==> config.mk <==
export PLATFORM = sky130hd
export DESIGN_NAME = instruction_fetch_unit
export DESIGN_NICKNAME = d
export VERILOG_FILES = /design/src/rtl/instruction_fetch_unit.sv
export SDC_FILE = /design/constraint.sdc
export NUM_CORES = 1
export LEC_CHECK = 0
export CAP_MARGIN = 20
export CELL_PAD_IN_SITES_DETAIL_PLACEMENT = 1
export CELL_PAD_IN_SITES_GLOBAL_PLACEMENT = 1
export CORE_MARGIN = 2
export CORE_UTILIZATION = 29
export CTS_CLUSTER_SIZE = 28
export DETAILED_ROUTE_END_ITERATION = 7
export PLACE_DENSITY_LB_ADDON = 0.1
export SYNTH_ARGS = -nofsm -noshare
export SYNTH_HDL_FRONTEND = slang
export SYNTH_SLANG_ARGS = --single-unit
==> constraint.sdc <==
create_clock -name clk -period 2.65 [get_ports clk]
set_clock_uncertainty 0.05 [all_clocks]
set_input_delay 0.795 -clock clk [delete_from_list [all_inputs] [get_ports clk]]
set_output_delay 0.795 -clock clk [all_outputs]
set_load 0.02 [all_outputs]
==> src/rtl/instruction_fetch_unit.sv <==
// Instruction fetch front end: PC, single-outstanding memory read, valid/ready hand-off to decode.
// Optional FETCH_PERF_CNT_EN adds fetch_cnt/stall_cnt performance counters.
module instruction_fetch_unit #(
  parameter int                ADDR_W       = 16,
  parameter int                DATA_W       = 16,
  parameter logic [ADDR_W-1:0] RESET_VECTOR = {ADDR_W{1'b0}}
) (
  input  logic              clk,
  input  logic              reset,
  input  logic              en,
  output logic [ADDR_W-1:0] mem_addr,
  output logic              mem_rd,
  input  logic              mem_rdy,
  input  logic [DATA_W-1:0] mem_data,
  output logic [DATA_W-1:0] inst_data,
  output logic [ADDR_W-1:0] inst_pc,
  output logic              inst_valid,
  input  logic              inst_ready,
  input  logic              pc_ld,
  input  logic [ADDR_W-1:0] pc_in,
  output logic [ADDR_W-1:0] pc
`ifdef FETCH_PERF_CNT_EN
  ,
  output logic [15:0]       fetch_cnt,
  output logic [15:0]       stall_cnt
`endif
);

  typedef enum logic [1:0] {IDLE = 2'd0, REQ = 2'd1, HOLD = 2'd2} state_t;

  localparam logic [ADDR_W-1:0] ALIGN_MASK = {{(ADDR_W-1){1'b1}}, 1'b0};
  localparam logic [ADDR_W-1:0] PC_STEP    = {{(ADDR_W-2){1'b0}}, 2'b10};

  state_t              state_r, state_s;
  logic [ADDR_W-1:0]   pc_r, pc_s;
  logic [ADDR_W-1:0]   mem_addr_r;
  logic                mem_rd_r, mem_rd_s;
  logic                discard_r, discard_s;
  logic [DATA_W-1:0]   inst_data_r, inst_data_s;
  logic [ADDR_W-1:0]   inst_pc_r, inst_pc_s;
  logic                inst_valid_r, inst_valid_s;

  // Next-state, next-PC and output-register decode for the fetch FSM.
  always_comb begin
    state_s      = state_r;
    pc_s         = pc_r;
    mem_rd_s     = 1'b0;
    discard_s    = discard_r;
    inst_data_s  = inst_data_r;
    inst_pc_s    = inst_pc_r;
    inst_valid_s = inst_valid_r;

    case (state_r)
      IDLE: begin
        if (en) begin
          state_s  = REQ;
          mem_rd_s = 1'b1;
        end else begin
          state_s  = IDLE;
        end
      end
      REQ: begin
        if (discard_r) begin
          // A redirected request is still owed one response; swallow it, then reissue.
          if (mem_rdy) begin
            discard_s = 1'b0;
            if (en) begin
              mem_rd_s = 1'b1;
            end else begin
              state_s  = IDLE;
            end
          end else begin
            mem_rd_s = 1'b0;
          end
        end else if (pc_ld) begin
          if (mem_rdy) begin
            mem_rd_s = 1'b1;
          end else begin
            discard_s = 1'b1;
          end
        end else if (mem_rdy) begin
          inst_data_s  = mem_data;
          inst_pc_s    = mem_addr_r;
          inst_valid_s = 1'b1;
          pc_s         = pc_r + PC_STEP;
          state_s      = HOLD;
        end else begin
          mem_rd_s = 1'b1;
        end
      end
      HOLD: begin
        if (pc_ld || (inst_valid_r && inst_ready)) begin
          inst_valid_s = 1'b0;
          if (en) begin
            state_s  = REQ;
            mem_rd_s = 1'b1;
          end else begin
            state_s  = IDLE;
          end
        end else begin
          state_s = HOLD;
        end
      end
      default: begin
        state_s      = IDLE;
        discard_s    = 1'b0;
        inst_valid_s = 1'b0;
      end
    endcase

    if (pc_ld) begin
      pc_s = pc_in & ALIGN_MASK;
    end else begin
      pc_s = pc_s;
    end
  end

  // State and output registers; mem_addr shadows the PC so it is stable across a request.
  always_ff @(posedge clk) begin
    if (reset) begin
      state_r      <= IDLE;
      pc_r         <= RESET_VECTOR & ALIGN_MASK;
      mem_addr_r   <= {ADDR_W{1'b0}};
      mem_rd_r     <= 1'b0;
      discard_r    <= 1'b0;
      inst_data_r  <= {DATA_W{1'b0}};
      inst_pc_r    <= {ADDR_W{1'b0}};
      inst_valid_r <= 1'b0;
    end else begin
      state_r      <= state_s;
      pc_r         <= pc_s;
      mem_addr_r   <= pc_s;
      mem_rd_r     <= mem_rd_s;
      discard_r    <= discard_s;
      inst_data_r  <= inst_data_s;
      inst_pc_r    <= inst_pc_s;
      inst_valid_r <= inst_valid_s;
    end
  end

  assign pc         = pc_r;
  assign mem_addr   = mem_addr_r;
  assign mem_rd     = mem_rd_r;
  assign inst_data  = inst_data_r;
  assign inst_pc    = inst_pc_r;
  assign inst_valid = inst_valid_r;

`ifdef FETCH_PERF_CNT_EN
  logic [15:0] fetch_cnt_r;
  logic [15:0] stall_cnt_r;

  // Delivered-word and memory-wait counters, both free-running with natural wrap.
  always_ff @(posedge clk) begin
    if (reset) begin
      fetch_cnt_r <= 16'h0000;
      stall_cnt_r <= 16'h0000;
    end else begin
      if (inst_valid_r && inst_ready) begin
        fetch_cnt_r <= fetch_cnt_r + 16'h0001;
      end else begin
        fetch_cnt_r <= fetch_cnt_r;
      end
      if ((state_r == REQ) && !mem_rdy) begin
        stall_cnt_r <= stall_cnt_r + 16'h0001;
      end else begin
        stall_cnt_r <= stall_cnt_r;
      end
    end
  end

  assign fetch_cnt = fetch_cnt_r;
  assign stall_cnt = stall_cnt_r;
`else
  // No performance counters in this build.
`endif

endmodule

Yosys cells after proc, flatten, opt, wreduce, memory -nomap -nowiden
Cells that the tools add are included.
{"block": "totals", "regBits": 53, "inputBits": 38, "output_inout_bits": 66, "word_cells": 63}
{"block": "classes", "add_sub_neg": 1, "n_eq_ne": 11, "muxes": 28, "bitwise": 3, "reduce_logical": 12}
{"cell": "16-bit 2-to-1 mux", "n": 4}
{"cell": "16-bit by 2-bit adder with 16-bit output, second input constant", "n": 1}
{"cell": "1-bit 2-to-1 mux", "n": 14}
{"cell": "2-bit 2-to-1 mux", "n": 6}
{"cell": "3-bit != test, second input constant", "n": 4}
{"cell": "2-bit != test, second input constant", "n": 5}
{"cell": "4-bit AND reduction", "n": 2}
{"cell": "1-bit one-hot mux with 3 select lines", "n": 2}
{"cell": "2-bit one-hot mux with 3 select lines", "n": 1}
{"cell": "3-bit AND reduction", "n": 2}
{"cell": "5-bit AND reduction", "n": 1}
{"cell": "2-bit nonzero test", "n": 2}
{"cell": "2-bit OR reduction", "n": 2}
{"cell": "1-bit inverter", "n": 3}
{"cell": "2-bit by 1-bit equality test with 1-bit output, second input constant", "n": 1}
{"cell": "2-bit equality test, second input constant", "n": 1}
{"cell": "2-bit logical NOT", "n": 1}
{"cell": "1-bit one-hot mux with 2 select lines", "n": 1}
{"cell": "1-bit logical AND", "n": 1}
{"cell": "1-bit logical OR", "n": 1}

Depth between registers and ports, before layout
Gate-level depths: netlist of run 1.
{"block": "logic_depth", "ltp_word": 5, "ltp_mapped": 8, "depth_no_buf": 6}

Least setup slack after synthesis of run 1
OpenSTA, ideal clock, no wires.
{"block": "synth_path", "kind": "in2reg", "start": "in pc_ld", "end": "reg mem_addr_r[7], in the netlist mem_addr[7]", "setup_ns": 0.086, "arrival_ns": 2.070, "required_time_ns": 2.514, "path_slack_ns": 0.445, "stages": 8, "path_buffers": 3, "cell_sequence": "inv_1 -> clkbuf_1 -> ha_1 -> clkbuf_1 -> a21oi_1 -> buf_2 -> a21oi_1 -> a211oi_1"}
{"block": "synth_via", "elab_chain_cells": 2, "elab_cells_between_ends": 5, "classes_between": "eq/ne (1); mux (1); reduce/logical (3)"}
{"element": "start, declared", "line_no": "19", "source": "input logic pc_ld,"}
{"element": "2-bit != test (no source line) / 2-bit nonzero test (equally long branches)"}
{"element": "3-bit AND reduction (no source line)"}
{"element": "end signal, assigned", "line_no": "123", "source": "mem_addr_r <= {ADDR_W{1'b0}};"}
{"element": "end signal, assigned", "line_no": "132", "source": "mem_addr_r <= pc_s;"}
{"element": "end, declared", "line_no": "36", "source": "logic [ADDR_W-1:0] mem_addr_r;"}
Several ways; a longest one is shown, not always the timed one.
A chain may end at the register's enable or synchronous reset.

==> results of run 1 <==
==> sequential cells by signal, indices dropped and copies added (netlist names) <==
| register | cells |
|---|---|
| mem_rd | 1 |
| inst_valid | 1 |
| inst_pc | 15 |
| inst_data | 16 |
| discard_r | 1 |
| state_r | 2 |
| mem_addr | 15 |
==> worst min-delay path by stage <==
stage                                   start  depth (start not counted)                         to  slack (ns)
floorplan           inst_data[0]$_SDFFE_PP0P_                          2  inst_data[0]$_SDFFE_PP0P_        0.48
global route          inst_pc[9]$_SDFFE_PP0P_                          2    inst_pc[9]$_SDFFE_PP0P_        0.43
global placement    inst_data[4]$_SDFFE_PP0P_                          2  inst_data[4]$_SDFFE_PP0P_        0.39
CTS                   inst_pc[5]$_SDFFE_PP0P_                          2    inst_pc[5]$_SDFFE_PP0P_        0.41
detailed placement    inst_pc[5]$_SDFFE_PP0P_                          2    inst_pc[5]$_SDFFE_PP0P_        0.40
finish              inst_data[0]$_SDFFE_PP0P_                          2  inst_data[0]$_SDFFE_PP0P_        0.41
==> cell families (layout without fill, tap and decap cells) <==
group | count (synthesis) | after routing | share of synthesized area
buf+inv | 46 | 126 | 0.100
mux | 1 | 1 | 0.00414
fa+ha+maj | 3 | 3 | 0.0155
compound gates | 87 | 87 | 0.218
flops | 51 | 51 | 0.422
simple gates | 129 | 129 | 0.238
other cells | 1 | 3 | 0.00155
==> cells in the mapped netlist (4+ instances only) <==
| cell | instances |
|---|---|
| nor3_1 | 5 |
| o21ai_0 | 11 |
| clkbuf_1 | 18 |
| nand3_1 | 13 |
| or3_1 | 5 |
| a22o_1 | 4 |
| dfxtp_1 | 51 |
| nor2_1 | 14 |
| inv_1 | 7 |
| buf_4 | 18 |
| a21oi_1 | 45 |
| or4_1 | 4 |
| nand2_1 | 74 |
| a211oi_1 | 4 |
==> layout make-up <==
type | instances | area, um2
fillers | 990 | 4590
multi-input cells | 223 | 1170
repair buffers | 112 | 1100
flip-flops and latches | 51 | 1020
well taps | 105 | 131
clock buffers | 6 | 72.6
clock inverters | 1 | 30.0
inverters | 7 | 26.3
==> cells in the final DEF (no fill, tap or decap), types with 5 or more instances in the layout <==
master,count
clkdlybuf4s50_1,98
nand3_1,13
or3_1,5
nor2_1,14
buf_4,12
a21oi_1,45
o21ai_0,11
inv_1,7
clkbuf_8,5
nand2_1,74
dfxtp_1,51
==> power groups by stage <==
| stage | clock network, mW | logic [mW] | registers, mW |
|---|---|---|---|
| after floorplan | 0 | 0.165 | 0.880 |
| after global placement | 0 | 0.353 | 0.863 |
| after detailed placement | 0 | 0.356 | 0.864 |
| after CTS | 0.555 | 0.358 | 0.847 |
| after global routing | 0.579 | 0.385 | 0.855 |
| final | 0.537 | 0.355 | 0.846 |
==> routing by layer <==
metal / vias to the layer above / global-route usage
met5: - / 0
met4: 0 / 0.0435
met3: 7 / 0.0395
met2: 81 / 0.275
met1: 1173 / 0.227
li1: 1243 / -
==> results.yml, run 1 <==
logic_synthesis:
  ys.flop_type: "dfxtp_1"
  syn_area_um2: 2420
  yosysWarnings: 0
  synth_area_leaders: "dfxtp_1, nand2_1, a21oi_1"
  synth_cell_types: 41
  async_flop_share: 0
  avgSynthCellArea_um2: 7.60
  synth_edf_count: 0
  netlist.top_cell.by_area: "dfxtp_1"
  synth-seq-cells: 51
  synth-seq-area-share: 0.422
  synth_top_area_frac: 0.422
  synth_cells: 318
worst_setup_path:
  arrival_ns: 1.55
  cp-startpoint: "mem_addr[1]$_SDFFE_PP0P_"
  cp_max_fo: 10
  r2r_end: "mem_addr[15]$_SDFFE_PP0P_"
  critPathKind: "register to output port"
  crit_end: "pc[1]"
  endpoint_kind: "output port"
  crit_cells: 1
  r2r_cells: 5
  worst_setup_path_start_kind: "register"
  rrSetupSlack_ns: 0.49
  path_buf_inv: 1
  slowest_stage: "clkdlybuf4s50_1"
  r2r_start: "mem_addr[1]$_SDFFE_PP0P_"
  crit_family: "buffers and inverters"
  crit_required_ns: 1.81
  max_stage_delay_ns: 0.68
  crit_chain: "clkdlybuf4s50_1"
detailed_routing:
  wl_per_cell_um: 15.3
  drtAntennaViolNets: 0
  wirelength_met1_um: 3590
  dr.pass1.iters: 4
  wl_met3_um: 505
  drt_iter0_markers: 66
  vias_per_cell: 4.96
  met2_length_um: 3530
  routed_wl_um: 7720
  drc_errors: 0
  vias: 2504
  top_layer: "met4"
timing:
  finalCriticalPeriod_ns: 2.39
  fin_tns_setup_ns: 0
  setup_violations: 0
  whs_ns: 0.408
  slew_headroom: 0.609
  worst_pin_slew_ns: 0.586
  drv_slew: 0
  finalHoldViolCount: 0
  max_freq_ghz: 0.418
  period_share: 0.902
  rsz0062_at_grt: "false"
  setup_ws_ns: 0.259
clock_tree:
  clk_pin_slew_worst_paths_ns: 0.09
  cts_tree: "done"
  cts_inserted_buffers: 5
  ctsLongestPathBuffers: 2
  cts_resized: 0
  cts_setup_buffers: 0
  worstSkewPairLatency_ns: 0.31
  h-tree-depth: 2
  ctsHoldBuffers: 0
  cts_root_buffer: "clkbuf_8"
  cts.sinks: 51
final_layout:
  syn_to_final_growth_pct: 46.6
  fin_nets: 441
  diodes: 0
  finish.instance_area_um2: 3540
  post-route-util: 0.436
  drive_gt1_frac: 0.0550
  fin_cells: 505
pwr:
  seqPwrFrac: 0.487
  power_frac_comb: 0.204
  p_per_area_nw_per_um2: 490
  power.total_mw: 1.74
  clockPowerShare: 0.309
  power.internal_mw: 1.25
  p_leak_nw: 1.23
  ir_worst_vdd_mv: 0.240
  p_sw_frac: 0.282
  netSwitchingPower_mw: 0.490
placed_design:
  place_inst: 498
  placed_area_um2: 3440
  dp_worst_setup_slack_ns: 0.0254
  hpwl_um: 5380
  portBuffers: 99
  globalplace.congestion: 0.775
flow_run:
  drv_cap: 0
global_route:
  antenna_found_initial: 0
  grt_max_degree: 33
  grt_pass1_vias: 2453
  grt.total_usage: 0.169
  grt_first_pass_wirelength_um: 12100
  overflow: 0
status:
  status: "complete, no violations"
die:
  die_h_um: 95.3
  ios: 104
  rows: 33
  core-area_um2: 8130
  start_util: 0.297
  die_w_um: 95.3
  die_area_um2: 9080
min_path:
  min_path_type: "register to register"
No activity file was read; power rests on OpenSTA's default activity.
==> run 2: changes to the inputs <==
--- a/config.mk
+++ b/config.mk
@@ -5,6 +5,7 @@
 export SDC_FILE = /design/constraint.sdc
 export NUM_CORES = 1
 export LEC_CHECK = 0
+export ABC_CLOCK_PERIOD_IN_PS = 2650
 export CAP_MARGIN = 20
 export CELL_PAD_IN_SITES_DETAIL_PLACEMENT = 1
 export CELL_PAD_IN_SITES_GLOBAL_PLACEMENT = 1
==> constraint.sdc (replaced) <==
create_clock -name clk -period 2.65 [get_ports clk]
set_clock_uncertainty 0.05 [all_clocks]
set_input_delay 0.265 -clock clk [delete_from_list [all_inputs] [get_ports clk]]
set_output_delay 0.265 -clock clk [all_outputs]
set_load 0.02 [all_outputs]
==> run 2 against run 1 <==
First-iteration DRC count grew 18%. Utilization shrank 0.32 points. Sequential share of layout area grew 0.22 points. Routed wire length shrank 0.97%. Setup slack gained 0.34 ns. Clock power shrank 7.3%. Clock-buffer cell count grew 1. Flip-flop and latch count is the same. Hold slack lost 0.0018 ns. Largest cell class unchanged. Largest power group unchanged.
==> results.yml, run 2 (synthesized netlist as in run 1, its figures left out) <==
pwr:
  p_per_area_nw_per_um2: 482
  power.total_mw: 1.70
  ir_worst_vdd_mv: 0.259
  p_leak_nw: 1.22
final_layout:
  fin_cells: 504
  layout_common_cells: "clkdlybuf4s50_1, nand2_1, dfxtp_1"
  fin_nets: 439
  drive_gt1_frac: 0.0551
  finish.instance_area_um2: 3520
  largest_reg_flops: 16
  n_fill_cell: 978
  final_common_cell: "clkdlybuf4s50_1"
  syn_to_final_growth_pct: 45.5
  diodes: 0
worst_setup_path:
  r2r_cells: 4
  crit_required_ns: 2.83
  cp_max_fo: 11
  r2r_end: "mem_addr[15]$_SDFFE_PP0P_"
  worst_setup_path_start_kind: "input pin"
  critPathKind: "input pin to register"
  rrSetupSlack_ns: 0.64
  endpoint_kind: "register"
  slowest_stage: "clkdlybuf4s50_1"
  crit_chain: "clkdlybuf4s50_1, inv_1, ha_1, nor2_1, nand3_1, or4_1, o211ai_1"
  max_stage_delay_ns: 0.56
  r2r_start: "mem_addr[8]$_SDFFE_PP0P_"
  arrival_ns: 2.23
clock_tree:
  cts_setup_buffers: 0
  cts_root_buffer: "clkbuf_8"
  h-tree-depth: 2
  cts_tree: "done"
  cts_inserted_buffers: 5
  cts_resized: 0
  worstSkewPairLatency_ns: 0.30
  ctsLongestPathBuffers: 2
  ctsHoldBuffers: 0
  clk_pin_slew_worst_paths_ns: 0.09
  cts.sinks: 51
detailed_routing:
  drt_iter0_markers: 78
  vias_per_cell: 4.92
  routed_wl_um: 7640
  vias: 2482
  drtAntennaViolNets: 0
  drc_errors: 0
  wl_per_cell_um: 15.2
  dr.pass1.iters: 4
die:
  rows: 33
  ios: 104
  start_util: 0.297
  die_w_um: 95.3
  die_h_um: 95.3
  core-area_um2: 8130
  die_area_um2: 9080
global_route:
  grt.total_usage: 0.171
  grt_first_pass_wirelength_um: 12300
  overflow: 0
  grt_max_degree: 38
  grt_pass1_vias: 2435
  antenna_found_initial: 0
timing:
  finalCriticalPeriod_ns: 2.05
  setup_violations: 0
  rsz0062_at_grt: "false"
  finalHoldViolCount: 0
  period_share: 0.774
  worst_pin_slew_ns: 0.726
  whs_ns: 0.406
  slew_headroom: 0.516
  drv_slew: 0
  max_freq_ghz: 0.488
  fin_tns_setup_ns: 0
placed_design:
  globalplace.congestion: 0.754
  placed_area_um2: 3410
  hpwl_um: 5310
  portBuffers: 99
  place_inst: 496
min_path:
  hold-path-endpoint: "inst_data[12]$_SDFFE_PP0P_"
  whs_path_depth: 2
  holdCritStartpoint: "inst_data[12]$_SDFFE_PP0P_"
  min_path_type: "register to register"
status:
  status: "complete, no violations"
flow_run:
  drv_cap: 0
[run 2: changes by cell type in the layout (fill, tap and decap cells not counted), sizes merged]
cell | previous run | this run
buf | 14 | 12
bufinv | 1 | 0
clkbuf | 6 | 7
clkinvlp | 0 | 1
[run 2: critical path, delay by kind of cell]
kind / cells / cell delay, ns
AO/OA/AOI/OAI: 1 / 0.10
AND/OR/NAND/NOR: 3 / 0.82
buffers and inverters: 2 / 0.68
adder cells (fa/ha/maj): 1 / 0.36
[run 2: power by group]
group	internal [mW]	switching [mW]
registers	0.797	0.0418
logic	0.174	0.186
clock network	0.238	0.260
total	1.21	0.488
[run 2: metrics by stage]
| step | util | setup WS [ns] |
|---|---|---|
| after CTS | 0.432 | 0.560 |
| after global routing | 0.432 | 0.467 |
| final | 0.432 | 0.600 |
| after global placement | 0.420 | 0.325 |
| after floorplan | - | 0.635 |
| after detailed placement | 0.420 | 0.254 |
[run 2: how the worst max path moves through the flow]
stage | startpoint | endpoint | slack (ns) | cells past startpoint
2_1_floorplan | mem_addr[1]$_SDFFE_PP0P_ | mem_addr[15]$_SDFFE_PP0P_ | 0.64 | 5
3_3_place_gp | mem_rdy | mem_addr[12]$_SDFFE_PP0P_ | 0.33 | 7
4_1_cts | mem_rdy | mem_addr[12]$_SDFFE_PP0P_ | 0.56 | 7
5_1_grt | mem_rdy | mem_addr[12]$_SDFFE_PP0P_ | 0.47 | 7
3_5_place_dp | mem_rdy | mem_addr[12]$_SDFFE_PP0P_ | 0.25 | 7
6_report | mem_rdy | mem_addr[12]$_SDFFE_PP0P_ | 0.60 | 7
[run 2: cell type report]
type                       count  area (um2)  share of cell area
clock buffer                   7        96.3              0.0274
tap                          105         131              0.0374
multi-input combinational    223        1170               0.332
sequential                    51        1020               0.290
inverter                       7        26.3             0.00747
clock inverter                 1        7.51             0.00213
timing repair buffer         110        1070               0.304
[run 2: per-layer routing]
| layer | wire, um | share of wire | GRT usage |
|---|---|---|---|
| met5 | 0 | 0 | 0 |
| met1 | 3600 | 0.47 | 0.241 |
| met4 | 49 | 0.0064 | 0.0326 |
| met2 | 3530 | 0.46 | 0.272 |
| met3 | 456 | 0.060 | 0.0364 |
==> run 3: changes to the inputs <==
--- a/config.mk
+++ b/config.mk
@@ -5,7 +5,7 @@
 export SDC_FILE = /design/constraint.sdc
 export NUM_CORES = 1
 export LEC_CHECK = 0
-export ABC_CLOCK_PERIOD_IN_PS = 2650
+export ABC_CLOCK_PERIOD_IN_PS = 1950
 export CAP_MARGIN = 20
 export CELL_PAD_IN_SITES_DETAIL_PLACEMENT = 1
 export CELL_PAD_IN_SITES_GLOBAL_PLACEMENT = 1
==> constraint.sdc (replaced) <==
create_clock -name clk -period 1.95 [get_ports clk]
set_clock_uncertainty 0.05 [all_clocks]
set_input_delay 0.195 -clock clk [delete_from_list [all_inputs] [get_ports clk]]
set_output_delay 0.195 -clock clk [all_outputs]
set_load 0.02 [all_outputs]
==> run 3 against run 2 <==
Flip-flop and latch count unchanged. Utilization rose by 2.4 points. Power is 44% higher. Combinational power increased by 52%. Sequential power grew 33%. Clock power rose by 55%. Setup slack worse by 0.51 ns. Hold slack got worse by 0.18 ns.
==> results.yml, run 3 (synthesized netlist as in run 1, its figures left out) <==
placed_design:
  hpwl_um: 5880
  portBuffers: 99
  place_inst: 518
  globalplace.congestion: 0.827
die:
  rows: 33
  core-area_um2: 8130
  die_area_um2: 9080
  ios: 104
  die_w_um: 95.3
  die_h_um: 95.3
  start_util: 0.297
min_path:
  holdCritStartpoint: "reset"
  hold-path-endpoint: "mem_addr[12]$_SDFFE_PP0P_"
  whs_path_depth: 2
  min_path_type: "input pin to register"
detailed_routing:
  drc_errors: 0
  vias_per_cell: 5.01
  drtAntennaViolNets: 0
  wl_per_cell_um: 15.1
  dr.pass1.iters: 4
  routed_wl_um: 7950
  vias: 2634
  drt_iter0_markers: 70
pwr:
  ir_worst_vdd_mv: 0.274
  power.total_mw: 2.45
  p_per_area_nw_per_um2: 658
  p_leak_nw: 1.35
worst_setup_path:
  arrival_ns: 2.03
  crit_required_ns: 2.11
  slowest_stage: "or4_1"
  cp_max_fo: 2
  endpoint_kind: "register"
  max_stage_delay_ns: 0.54
  critPathMostFrequentCell: "a22o_1"
  crit_chain: "or3b_1, or4_1, a22o_1, a22o_1"
  cp-startpoint: "state_r[0]$_SDFFE_PP0P_"
  r2r_cells: 4
  r2r_end: "mem_addr[11]$_SDFFE_PP0P_"
  rrSetupSlack_ns: 0.09
  r2r_start: "state_r[0]$_SDFFE_PP0P_"
  critPathKind: "register to register"
  path_buf_inv: 0
  crit_family: "simple AND/OR/NAND/NOR gates"
  worst_setup_path_start_kind: "register"
final_layout:
  fin_cells: 526
  n_fill_cell: 987
  multi_input_area_um2: 1170
  syn_to_final_growth_pct: 53.7
  post-route-util: 0.457
  fin_nets: 461
  diodes: 0
  largest_reg_flops: 16
  final_common_cell: "clkdlybuf4s50_1"
  seqCellArea_um2: 1020
  layout_common_cells: "clkdlybuf4s50_1, nand2_1, dfxtp_1"
  drive_gt1_frac: 0.112
global_route:
  grt_first_pass_wirelength_um: 12800
  grt_max_degree: 33
  overflow: 0
  grt.total_usage: 0.179
  grt_pass1_vias: 2588
  antenna_found_initial: 0
clock_tree:
  worstSkewPairLatency_ns: 0.31
  ctsHoldBuffers: 0
  cts_root_buffer: "clkbuf_8"
  cts.sinks: 51
  cts_inserted_buffers: 5
  clk_pin_slew_worst_paths_ns: 0.10
  ctsLongestPathBuffers: 2
  cts_setup_buffers: 0
  cts_tree: "done"
  h-tree-depth: 2
timing:
  rsz0062_at_grt: "false"
  finalCriticalPeriod_ns: 1.86
  whs_ns: 0.226
  setup_violations: 0
  period_share: 0.955
  finalHoldViolCount: 0
  drv_slew: 0
  max_freq_ghz: 0.537
status:
  status: "complete, no violations"
flow_run:
  drv_cap: 0
==> run 3: changes by cell type in the layout (fill, tap and decap cells not counted) <==
cell        before  now
dfxtp_1         51   49
buf_12           0    1
clkinvlp_4       1    0
clkbuf_8         7    6
buf_4           11   32
dfxtp_2          0    2
bufinv_16        0    1
nor3b_2          0    1
nor3b_1          1    0
clkinv_2         0    1
==> run 3: layout make-up <==
| type | instances | area share |
|---|---|---|
| well taps | 105 | 0.0354 |
| inverters | 7 | 0.00707 |
| multi-input cells | 223 | 0.315 |
| flip-flops and latches | 51 | 0.275 |
| repair buffers | 132 | 0.335 |
| clock buffers | 6 | 0.0222 |
| clock inverters | 2 | 0.00943 |
==> run 3: timing repair <==
action / CTS / global route
setup endpoints to repair: 0 / 1
hold endpoints to repair: 0 / 0
resized for setup: 0 / 1
==> run 3: metal layers <==
metal | wire [um] | global-route usage
met1 | 3630 | 0.228
met2 | 3890 | 0.311
met3 | 364 | 0.0308
met4 | 70 | 0.0471
met5 | 0 | 0
==> run 3: worst max-delay path by stage <==
stage,to,slack [ns],depth (start not counted)
finish,mem_addr[11]$_SDFFE_PP0P_,0.09,4
global route,mem_addr[10]$_SDFFE_PP0P_,0.01,5
CTS,mem_addr[11]$_SDFFE_PP0P_,0.1,4
detailed placement,mem_addr[12]$_SDFFE_PP0P_,-0.05,7
global placement,mem_addr[12]$_SDFFE_PP0P_,-0.03,7
floorplan,mem_addr[15]$_SDFFE_PP0P_,0.02,5
==> run 3: through the flow <==
stage	setup WS, ns	cell area [um2]	setup TNS (ns)
6_report	0.0884	3720	0
5_1_grt	0.0139	3720	0
4_1_cts	0.0976	3710	0
3_5_place_dp	-0.0515	3590	-0.0515
3_3_place_gp	-0.0341	3590	-0.0341
2_1_floorplan	0.0221	2430	0
==> run 3: where the power goes <==
part	switching, mW	internal (mW)	total, mW
registers	0.0396	1.08	1.12
clock network	0.358	0.416	0.774
logic	0.281	0.268	0.549
total	0.679	1.77	2.45
==> run 3: worst reg2reg max path, stage by stage, from the launching register on <==
cell,delay [ns]
dfxtp_1,0.34
or3b_1,0.41
or4_1,0.54
a22o_1,0.22
a22o_1,0.22
